$ cat src/rtl/pa_soc_loader_pkg.sv
// pa_soc_loader_pkg: shared constants and state encodings for the UART boot loader
package pa_soc_loader_pkg;
    localparam logic [7:0] LOADER_SYNC = 8'hA5;
    localparam int DEFAULT_BAUD = 115200;
    localparam int DEFAULT_CLK_FREQ_HZ = 50_000_000;
    typedef enum logic [1:0] {RX_IDLE, RX_START, RX_DATA, RX_STOP} rx_state_t;
    typedef enum logic [1:0] {LD_WAIT_SYNC, LD_LOAD, LD_CHECK} ld_state_t;
endpackage

$ cat src/rtl/pa_soc_uart_rx.sv
// pa_soc_uart_rx: 8N1 receiver with input synchronizer, start-bit confirmation and stop-bit check
module pa_soc_uart_rx
    import pa_soc_loader_pkg::*;
#(
    parameter int DIV = 10
) (
    input  logic       clk_i,
    input  logic       rst_n_i,
    input  logic       rxd_i,
    output logic       byte_vld,
    output logic [7:0] rx_byte,
    output logic       frm_err
);
    localparam int CW = $clog2(DIV);
    logic sync1, sync2, prev;
    logic [CW-1:0] cnt;
    logic [2:0] bit_idx;
    logic [7:0] shreg;
    logic tick, fall;
    rx_state_t state, state_nxt;

    assign fall = prev & ~sync2;
    assign tick = (state == RX_START) ? (cnt == CW'(DIV / 2 - 1)) : (cnt == CW'(DIV - 1));
    assign rx_byte = shreg;

    // two-stage synchronizer plus one delay stage for falling-edge detection; idle level is high
    always_ff @(posedge clk_i or negedge rst_n_i) begin
        if (!rst_n_i) begin
            sync1 <= 1'b1;
            sync2 <= 1'b1;
            prev  <= 1'b1;
        end else begin
            sync1 <= rxd_i;
            sync2 <= sync1;
            prev  <= sync2;
        end
    end

    // receiver state register
    always_ff @(posedge clk_i or negedge rst_n_i) begin
        if (!rst_n_i) state <= RX_IDLE;
        else state <= state_nxt;
    end

    // next state: confirm start at half a bit, then 8 data bits and the stop bit one bit apart
    always_comb begin
        state_nxt = state;
        case (state)
            RX_IDLE:  state_nxt = fall ? RX_START : RX_IDLE;
            RX_START: state_nxt = !tick ? RX_START : (sync2 ? RX_IDLE : RX_DATA);
            RX_DATA:  state_nxt = (tick && bit_idx == 3'd7) ? RX_STOP : RX_DATA;
            RX_STOP:  state_nxt = tick ? RX_IDLE : RX_STOP;
            default:  state_nxt = RX_IDLE;
        endcase
    end

    // bit timer, bit index and LSB-first shift register
    always_ff @(posedge clk_i or negedge rst_n_i) begin
        if (!rst_n_i) begin
            cnt     <= '0;
            bit_idx <= '0;
            shreg   <= '0;
        end else begin
            cnt <= (state == RX_IDLE || tick) ? '0 : cnt + 1'b1;
            if (state == RX_START) bit_idx <= '0;
            if (state == RX_DATA && tick) begin
                shreg   <= {sync2, shreg[7:1]};
                bit_idx <= bit_idx + 1'b1;
            end
        end
    end

    // outputs: a valid stop bit delivers the byte, a low stop bit reports a framing error
    always_comb begin
        byte_vld = (state == RX_STOP) && tick && sync2;
        frm_err  = (state == RX_STOP) && tick && !sync2;
    end
endmodule

$ cat src/rtl/pa_soc_loader.sv
// pa_soc_loader: receives a framed image over UART, writes instruction memory and releases the CPU on a good checksum
module pa_soc_loader
    import pa_soc_loader_pkg::*;
#(
    parameter int CLK_FREQ_HZ = DEFAULT_CLK_FREQ_HZ,
    parameter int BAUD        = DEFAULT_BAUD,
    parameter int MEM_DEPTH   = 16,
    parameter int TIMEOUT_CYC = 16 * (CLK_FREQ_HZ / BAUD) * 10,
    parameter bit BOOT_HOLD   = 1'b0
) (
    input  logic       clk_i,
    input  logic       rst_n_i,
    input  logic       rxd_i,
    output logic       mem_we_o,
    output logic [3:0] mem_addr_o,
    output logic [7:0] mem_wdata_o,
    output logic       cpu_rst_n_o,
    output logic       busy_o,
    output logic       done_o,
    output logic       err_o
);
    localparam int DIV = CLK_FREQ_HZ / BAUD;
    logic byte_vld, frm_err;
    logic [7:0] rx_byte;
    ld_state_t state, state_nxt;
    logic [3:0] count, count_d, addr_d;
    logic [7:0] sum, sum_d, wdata_d;
    logic [31:0] tmo, tmo_d;
    logic we_d, done_d, err_d, busy_d, cpu_rst_n_d;
    logic tmo_hit, abort, sync_hit;

    pa_soc_uart_rx #(.DIV(DIV)) u_rx (
        .clk_i    (clk_i),
        .rst_n_i  (rst_n_i),
        .rxd_i    (rxd_i),
        .byte_vld (byte_vld),
        .rx_byte  (rx_byte),
        .frm_err  (frm_err)
    );

    assign tmo_hit  = tmo == 32'(TIMEOUT_CYC);
    assign abort    = (state != LD_WAIT_SYNC) && (frm_err || tmo_hit);
    assign sync_hit = (state == LD_WAIT_SYNC) && byte_vld && (rx_byte == LOADER_SYNC);

    // loader state register
    always_ff @(posedge clk_i or negedge rst_n_i) begin
        if (!rst_n_i) state <= LD_WAIT_SYNC;
        else state <= state_nxt;
    end

    // next state: sync opens a frame, the last data byte moves to checksum, abort or checksum ends it
    always_comb begin
        state_nxt = state;
        case (state)
            LD_WAIT_SYNC: state_nxt = sync_hit ? LD_LOAD : LD_WAIT_SYNC;
            LD_LOAD:      state_nxt = abort ? LD_WAIT_SYNC : ((byte_vld && count == 4'(MEM_DEPTH - 1)) ? LD_CHECK : LD_LOAD);
            LD_CHECK:     state_nxt = (abort || byte_vld) ? LD_WAIT_SYNC : LD_CHECK;
            default:      state_nxt = LD_WAIT_SYNC;
        endcase
    end

    // output and datapath next values; the CPU is only ever released by a matching checksum
    always_comb begin
        we_d        = 1'b0;
        done_d      = 1'b0;
        addr_d      = mem_addr_o;
        wdata_d     = mem_wdata_o;
        err_d       = err_o;
        busy_d      = busy_o;
        cpu_rst_n_d = cpu_rst_n_o;
        count_d     = count;
        sum_d       = sum;
        tmo_d       = (state == LD_WAIT_SYNC) ? '0 : tmo + 1'b1;
        if (sync_hit) begin
            cpu_rst_n_d = 1'b0;
            busy_d      = 1'b1;
            err_d       = 1'b0;
            count_d     = '0;
            sum_d       = '0;
            tmo_d       = '0;
        end else if (abort) begin
            err_d  = 1'b1;
            busy_d = 1'b0;
        end else if (byte_vld && state == LD_LOAD) begin
            we_d    = 1'b1;
            addr_d  = count;
            wdata_d = rx_byte;
            sum_d   = sum + rx_byte;
            count_d = count + 1'b1;
            tmo_d   = '0;
        end else if (byte_vld && state == LD_CHECK) begin
            tmo_d       = '0;
            busy_d      = 1'b0;
            done_d      = rx_byte == sum;
            cpu_rst_n_d = rx_byte == sum;
            err_d       = rx_byte != sum;
        end
    end

    // registered outputs, counters and running checksum
    always_ff @(posedge clk_i or negedge rst_n_i) begin
        if (!rst_n_i) begin
            mem_we_o    <= 1'b0;
            mem_addr_o  <= '0;
            mem_wdata_o <= '0;
            done_o      <= 1'b0;
            err_o       <= 1'b0;
            busy_o      <= 1'b0;
            cpu_rst_n_o <= !BOOT_HOLD;
            count       <= '0;
            sum         <= '0;
            tmo         <= '0;
        end else begin
            mem_we_o    <= we_d;
            mem_addr_o  <= addr_d;
            mem_wdata_o <= wdata_d;
            done_o      <= done_d;
            err_o       <= err_d;
            busy_o      <= busy_d;
            cpu_rst_n_o <= cpu_rst_n_d;
            count       <= count_d;
            sum         <= sum_d;
            tmo         <= tmo_d;
        end
    end
endmodule
$ cat config.mk
export PLATFORM = sky130hd
export DESIGN_NAME = pa_soc_loader
export DESIGN_NICKNAME = d
export VERILOG_FILES = /design/src/rtl/pa_soc_loader_pkg.sv /design/src/rtl/pa_soc_uart_rx.sv /design/src/rtl/pa_soc_loader.sv
export SDC_FILE = /design/constraint.sdc
export NUM_CORES = 1
export LEC_CHECK = 0
export ABC_AREA = 0
export CORE_ASPECT_RATIO = 1.5
export CORE_MARGIN = 2
export CORE_UTILIZATION = 25
export CTS_BUF_LIST = sky130_fd_sc_hd__clkbuf_4
export DETAILED_ROUTE_END_ITERATION = 10
export MAX_ROUTING_LAYER = met4
export PLACE_DENSITY_LB_ADDON = 0.15
export SETUP_SLACK_MARGIN = 0.05
export SYNTH_ARGS = -nofsm -noshare
export SYNTH_HDL_FRONTEND = slang
export SYNTH_SLANG_ARGS = --single-unit
$ cat constraint.sdc
create_clock -name clk_i -period 4.8 [get_ports clk_i]
set_input_delay 0.96 -clock clk_i [delete_from_list [all_inputs] [get_ports clk_i]]
set_output_delay 0.96 -clock clk_i [all_outputs]
set_load 0.01 [all_outputs]
=== Word level (Yosys, flattened, before mapping) ===
Cells that the tools add are included.

* Multiplexer cells: 45
* Equality and inequality tests: 16
* $add $sub $neg: 5
* Bitwise gates (word level): 4
* Reductions and logical operators: 26

{| class="wikitable"
|+ Operator list
! operator !! number
|-
| $mux 32 || 5
|-
| $add 32x1->32 const B || 1
|-
| $eq 32x17->1 const B || 1
|-
| $mux 8 || 3
|-
| $mux 1 || 23
|-
| $mux 2 || 6
|-
| $mux 4 || 3
|-
| $logic_and 1x1->1 || 11
|-
| $add 9x1->9 const B || 1
|-
| $eq 9x8->1 const B || 1
|-
| $eq 9x9->1 const B || 1
|-
| $mux 9 || 1
|-
| $add 8x8->8 || 1
|-
| $eq 8x8->1 || 1
|-
| $eq 8x8->1 const B || 1
|-
| $ne 8x8->1 || 1
|-
| $pmux 2 s4 || 1
|-
| $reduce_bool 2->1 || 4
|-
| $eq 2x2->1 const B || 3
|-
| $mux 3 || 2
|-
| $pmux 2 s3 || 1
|-
| $reduce_and 3->1 || 2
|-
| $add 4x1->4 const B || 1
|-
| $eq 2x1->1 const B || 2
|-
| 13 further kinds || 19
|}

* Bits of input ports: 3
* Register bits: 88
* Logic and storage cells: 114
* Output and inout port bits: 17

=== Depth between registers and ports, before layout ===
* Depth after elaboration: 9
* Depth in mapped cells: 10
* Gate-level depth less buffers: 9

=== Modules after synthesis ===
Synthesis repeated with hierarchy kept, for this count alone.

* Cells, all modules: 455
* Area total of the unflattened synthesis: 4,525.6 µm²

{| class="wikitable"
|+ By module, submodules not included
! module !! cells each !! times used !! area an instance (µm²) !! seq. area each (µm²)
|-
| pa_soc_loader || 352 || 1 || 3,316.9 || 1,577.8
|-
| pa_soc_uart_rx || 103 || 1 || 1,208.7 || 629.4
|}

=== Worst setup path before layout ===
No wires, ideal clock.

* Path type: register to register
* From: register tmo[0]
* To: register count[3]
* Path buffers: 0
* Library setup time: 0.118 ns
* Data arrival time: 1.871 ns
* Stages on the path, launching flop included: 10
* Slack: 2.811 ns
* Period minus slack after synthesis: 1.989 ns
* Data required time: 4.682 ns
* Path through: dfrtp_1 > inv_1 > ha_1 > nor4b_1 > nand3_1 > or3_4 > nand3_4 > inv_4 > mux2_4 > a21o_1

* Word-level cells in the longest chain between the ends: 5

{| class="wikitable"
|+ Ends and longest elaborated chain
! item !! RTL line !! text
|-
| start: declaration || pa_soc_loader.sv:28 || <nowiki>logic [31:0] tmo, tmo_d;</nowiki>
|-
| start signal: assignment || pa_soc_loader.sv:123 || <nowiki>tmo <= tmo_d;</nowiki>
|-
| $eq 32x17->1 || pa_soc_loader.sv:41 || <nowiki>assign tmo_hit = tmo == 32'(TIMEOUT_CYC);</nowiki>
|-
| $logic_or 1x1->1 || pa_soc_loader.sv:42 || <nowiki>assign abort = (state != LD_WAIT_SYNC) && (frm_err || tmo_hit);</nowiki>
|-
| $logic_and 1x1->1 || pa_soc_loader.sv:42 ||
|-
| $ne 2x1->1 (no line) || - ||
|-
| $reduce_and 2->1 (no line) || - ||
|-
| end signal: assignment || pa_soc_loader.sv:121 || <nowiki>count <= count_d;</nowiki>
|-
| end: declaration || pa_soc_loader.sv:26 || <nowiki>logic [3:0] count, count_d, addr_d;</nowiki>
|}

Every way passes these cells.
A chain may end at the register's enable or synchronous reset.

=== Worst setup path after layout ===
* From: register u_rx.state[1]
* To: register count[3]

* Word-level cells in the longest chain between the ends: 8

{| class="wikitable"
|+ Ends and longest elaborated chain
! item !! RTL line !! text
|-
| start: declaration || pa_soc_uart_rx.sv:20 || <nowiki>rx_state_t state, state_nxt;</nowiki>
|-
| start signal: assignment || pa_soc_uart_rx.sv:42 || <nowiki>else state <= state_nxt;</nowiki>
|-
| $eq 2x1->1 || pa_soc_uart_rx.sv:23 || <nowiki>assign tick = (state == RX_START) ? (cnt == CW'(DIV / 2 - 1)) : (cnt == CW'(DIV - 1));</nowiki>
|-
| $mux 1 || pa_soc_uart_rx.sv:23 ||
|-
| $logic_and 1x1->1 * || pa_soc_uart_rx.sv:75, pa_soc_uart_rx.sv:76 ||
|-
| $logic_and 1x1->1 (on tied branches) || pa_soc_uart_rx.sv:76, pa_soc_uart_rx.sv:75 ||
|-
| $logic_or 1x1->1 or $logic_and 1x1->1 (tied branches) || pa_soc_loader.sv:42, pa_soc_loader.sv:43 ||
|-
| $logic_and 1x1->1 (on tied branches) || pa_soc_loader.sv:42, pa_soc_loader.sv:43 ||
|-
| $ne 2x1->1 (no line) or $reduce_bool 2->1 (tied branches) || - ||
|-
| $reduce_and 2->1 (no line) || - ||
|}

Mark *: on every way between the ends. The rest lies on a longest branch, timed or not.

==> out/results.ini <==
[floorplanning]
rows = 59
design.die.area_sq_um = 18500
core-area_sq_um = 17200
die_x_microns = 112
pin_count = 20
fp.dieH_microns = 165
start_util_pct = 25.2

[power_and_ir_drop]
power.share.combinational_pct = 6.1
p_leak_nw = 2.12
finalPower_mw = 1.34
clockPowerShare_pct = 33.5
power.density_nw_per_um2 = 274
ir_worst_vdd_v = 0.000115
internal-power_mw = 0.973
netSwitchingFraction_pct = 27.4
seqPwrFrac_pct = 60.4
switching_power_mw = 0.367

[yosys]
yosys.area.top_type = dfrtp_1
ys_ff_latch = 88
yosys-top-cells-count = dfrtp_1 (84), nor2_1 (61), nand2_1 (56)
netlist_area_sq_um = 4340
async_flop_share_pct = 100
yosys-top-cells-area = dfrtp_1 (48%), nor2_1 (5.3%), xnor2_1 (5.0%)
synth_most_common_cell = dfrtp_1
yosysUniqueCellTypes = 49
syn_nets = 451
yosysSeqAreaShare_pct = 50.9
yosysTopAreaCellShare_pct = 48.4
syn_area_per_cell_sq_um = 10.0
synth-warning-count = 0
synthCells = 434
synth_edf_count = 0
ys.flop_type = dfrtp_1

[placed_design]
placedCellCount = 656
placed_area_sq_um = 4750
dp_slack_ps = 2150
dp_hpwl_mm = 6.48
gp_congestion = 0.769
port_buffers = 19

[sta]
post-route-worst-setup-slack_ps = 2110
fmax_mhz = 372
finClkSkew_ps = 33.5
finalCritPeriodShare_pct = 56.0
finalMaxSlewViolations = 0
hold_slack_ps = 372
rsz0062_at_grt = false
setup_viol = 0
slew_headroom_pct = 48.3
setup_tns_ps = 0
timing.final.crit_period_ps = 2690
worst-slew-pin-transition_ps = 775
finalHoldViolations = 0

[routing]
routed_wirelength_mm = 9.53
wire_per_inst_microns = 14.1
ant_nets = 0
dr.pass1.iters = 4
drt_iter0_markers = 169
drc = 0
via_per_inst = 4.59
vias = 3095

[clock_network]
cts.path.max_buffers = 2
path_clk_slew_ps = 170
post_cts.resized_instances = 0
clock_latency_ps = 480
root_buffer = clkbuf_4
cts-hold-fix-buffers = 0
cts.sinks = 88
cts_setup_buffers = 0
cts_tree = built
cts_buffers = 9
cts-htree-levels = 3

[min_path]
holdCritPathClass = flop to flop
hold_end = u_rx.sync2
hold_start = u_rx.sync1
min_delay_path_depth = 0

[finish]
drive_gt1_share_pct = 9.59
fin_cells = 674
utilization_pct = 28.5
fin_area_sq_um = 4900
fin_nets = 471
area_growth_syn_to_layout_pct = 12.8

[critical_path]
cp-end-kind = flop
cp_top_family = simple AND/OR/NAND/NOR gates
start_kind = flop
slowest_delay_ps = 540
r2r_end = count[3]
worstPathMaxFanout = 33
critPathArrivalTime_ps = 3070
r2r.worst_path.cells = 7
required_ps = 5180
cp_slowest_cell = dfrtp_1
reg2reg_slack_ps = 2110
reg2reg_from = u_rx.state[1]
cp.buffers_inverters = 1
crit_type = flop to flop
path_cells = nand2b_1 -> nor3_1 -> o2111a_2 -> nand3_4 -> inv_4 -> mux2_4 -> a21o_1

[grt]
grt-ovfl-total = 0
grt_pass1_vias = 3212
grt_pass1_wl_mm = 16.4
grt_max_degree = 59
antenna_found_initial = 1
grt_usage_pct = 11.5

[outcome]
status = finished clean

[flow_run]
maxCapViolCount = 0

[cell families (layout without fill, tap and decap cells)]
family | after synthesis | count (layout) | share of synthesized area [%]
adders and majority gates | 14 | 14 | 4.21
xor gates and xnor gates | 44 | 44 | 8.88
AOI/OAI and AO/OA | 40 | 40 | 5.82
muxes | 13 | 13 | 3.43
DFF | 88 | 88 | 50.9
and+or+nand+nor | 212 | 212 | 24.4
buffers and inverters | 23 | 48 | 2.45
other | 0 | 2 | 0
[how the worst max path moves through the flow]
stage                             start       end  depth (start not counted)
after detailed placement  u_rx.state[0]  count[3]                          7
after CTS                 u_rx.state[0]  count[3]                          7
after global placement    u_rx.state[1]  count[3]                          7
final                     u_rx.state[1]  count[3]                          7
after global routing      u_rx.state[0]  count[3]                          7
after floorplan                  tmo[0]  count[3]                          9
[power groups by stage]
stage	registers, mW	clock network (mW)	logic (mW)
after floorplan	0.814	0	0.0580
after global placement	0.822	0	0.0842
after detailed placement	0.823	0	0.0838
after CTS	0.810	0.472	0.0850
after global routing	0.817	0.505	0.0971
final	0.810	0.449	0.0816
[worst reg2reg max path, stage by stage, from the launching register on]
cell      delay (ps)
dfrtp_1          540
nand2b_1         210
nor3_1           330
o2111a_2         380
nand3_4          360
inv_4            300
mux2_4           320
a21o_1           170
[layer usage]
| metal | track usage, % | up-vias | part of all wire (%) |
|---|---|---|---|
| li1 | - | 1538 | - |
| met1 | 12.8 | 1513 | 44 |
| met2 | 20.2 | 30 | 52 |
| met3 | 2.12 | 14 | 2.2 |
| met4 | 5.16 | 0 | 2.2 |
| met5 | - | - | 0 |
[flip-flops by register name, summed over array words and instances, names as in the netlist]
| signal | flops |
|---|---|
| mem_wdata_o | 8 |
| u_rx.sync1 | 1 |
| err_o | 1 |
| u_rx.cnt | 9 |
| mem_we_o | 1 |
| u_rx.prev | 1 |
| done_o | 1 |
| sum | 8 |
| cpu_rst_n_o | 1 |
| u_rx.bit_idx | 3 |
| state | 2 |
| tmo | 32 |
| count | 4 |
| u_rx.rx_byte | 8 |
| u_rx.state | 2 |
| busy_o | 1 |
| u_rx.sync2 | 1 |
| mem_addr_o | 4 |
[layout by cell type, fill, tap and decap left out, types with 4 or more instances in the layout]
| cell | instances |
|---|---|
| xnor2_1 | 25 |
| a21oi_1 | 10 |
| or3_1 | 4 |
| nand2_1 | 56 |
| dfstp_2 | 4 |
| nand4_1 | 11 |
| nor4_1 | 5 |
| nor2_1 | 61 |
| ha_1 | 13 |
| dfrtp_1 | 84 |
| and4_1 | 5 |
| nand3_1 | 36 |
| and3_1 | 8 |
| xor2_1 | 19 |
| nor3_1 | 4 |
| mux2_2 | 11 |
| o21ai_0 | 15 |
| inv_1 | 10 |
| clkbuf_4 | 9 |
| nor2b_1 | 5 |
| clkdlybuf4s50_1 | 18 |
[area by class of cell]
class,count,area [sq um]
Inverter,11,43.8
Antenna cell,2,5.00
Clock inverter,7,77.6
Clock buffer,9,67.6
Fill cell,1821,12300
Tap cell,213,267
Sequential cell,88,2210
Multi-Input combinational cell,323,2030
Timing Repair Buffer,21,203
Power figures use the tool's default switching activity.
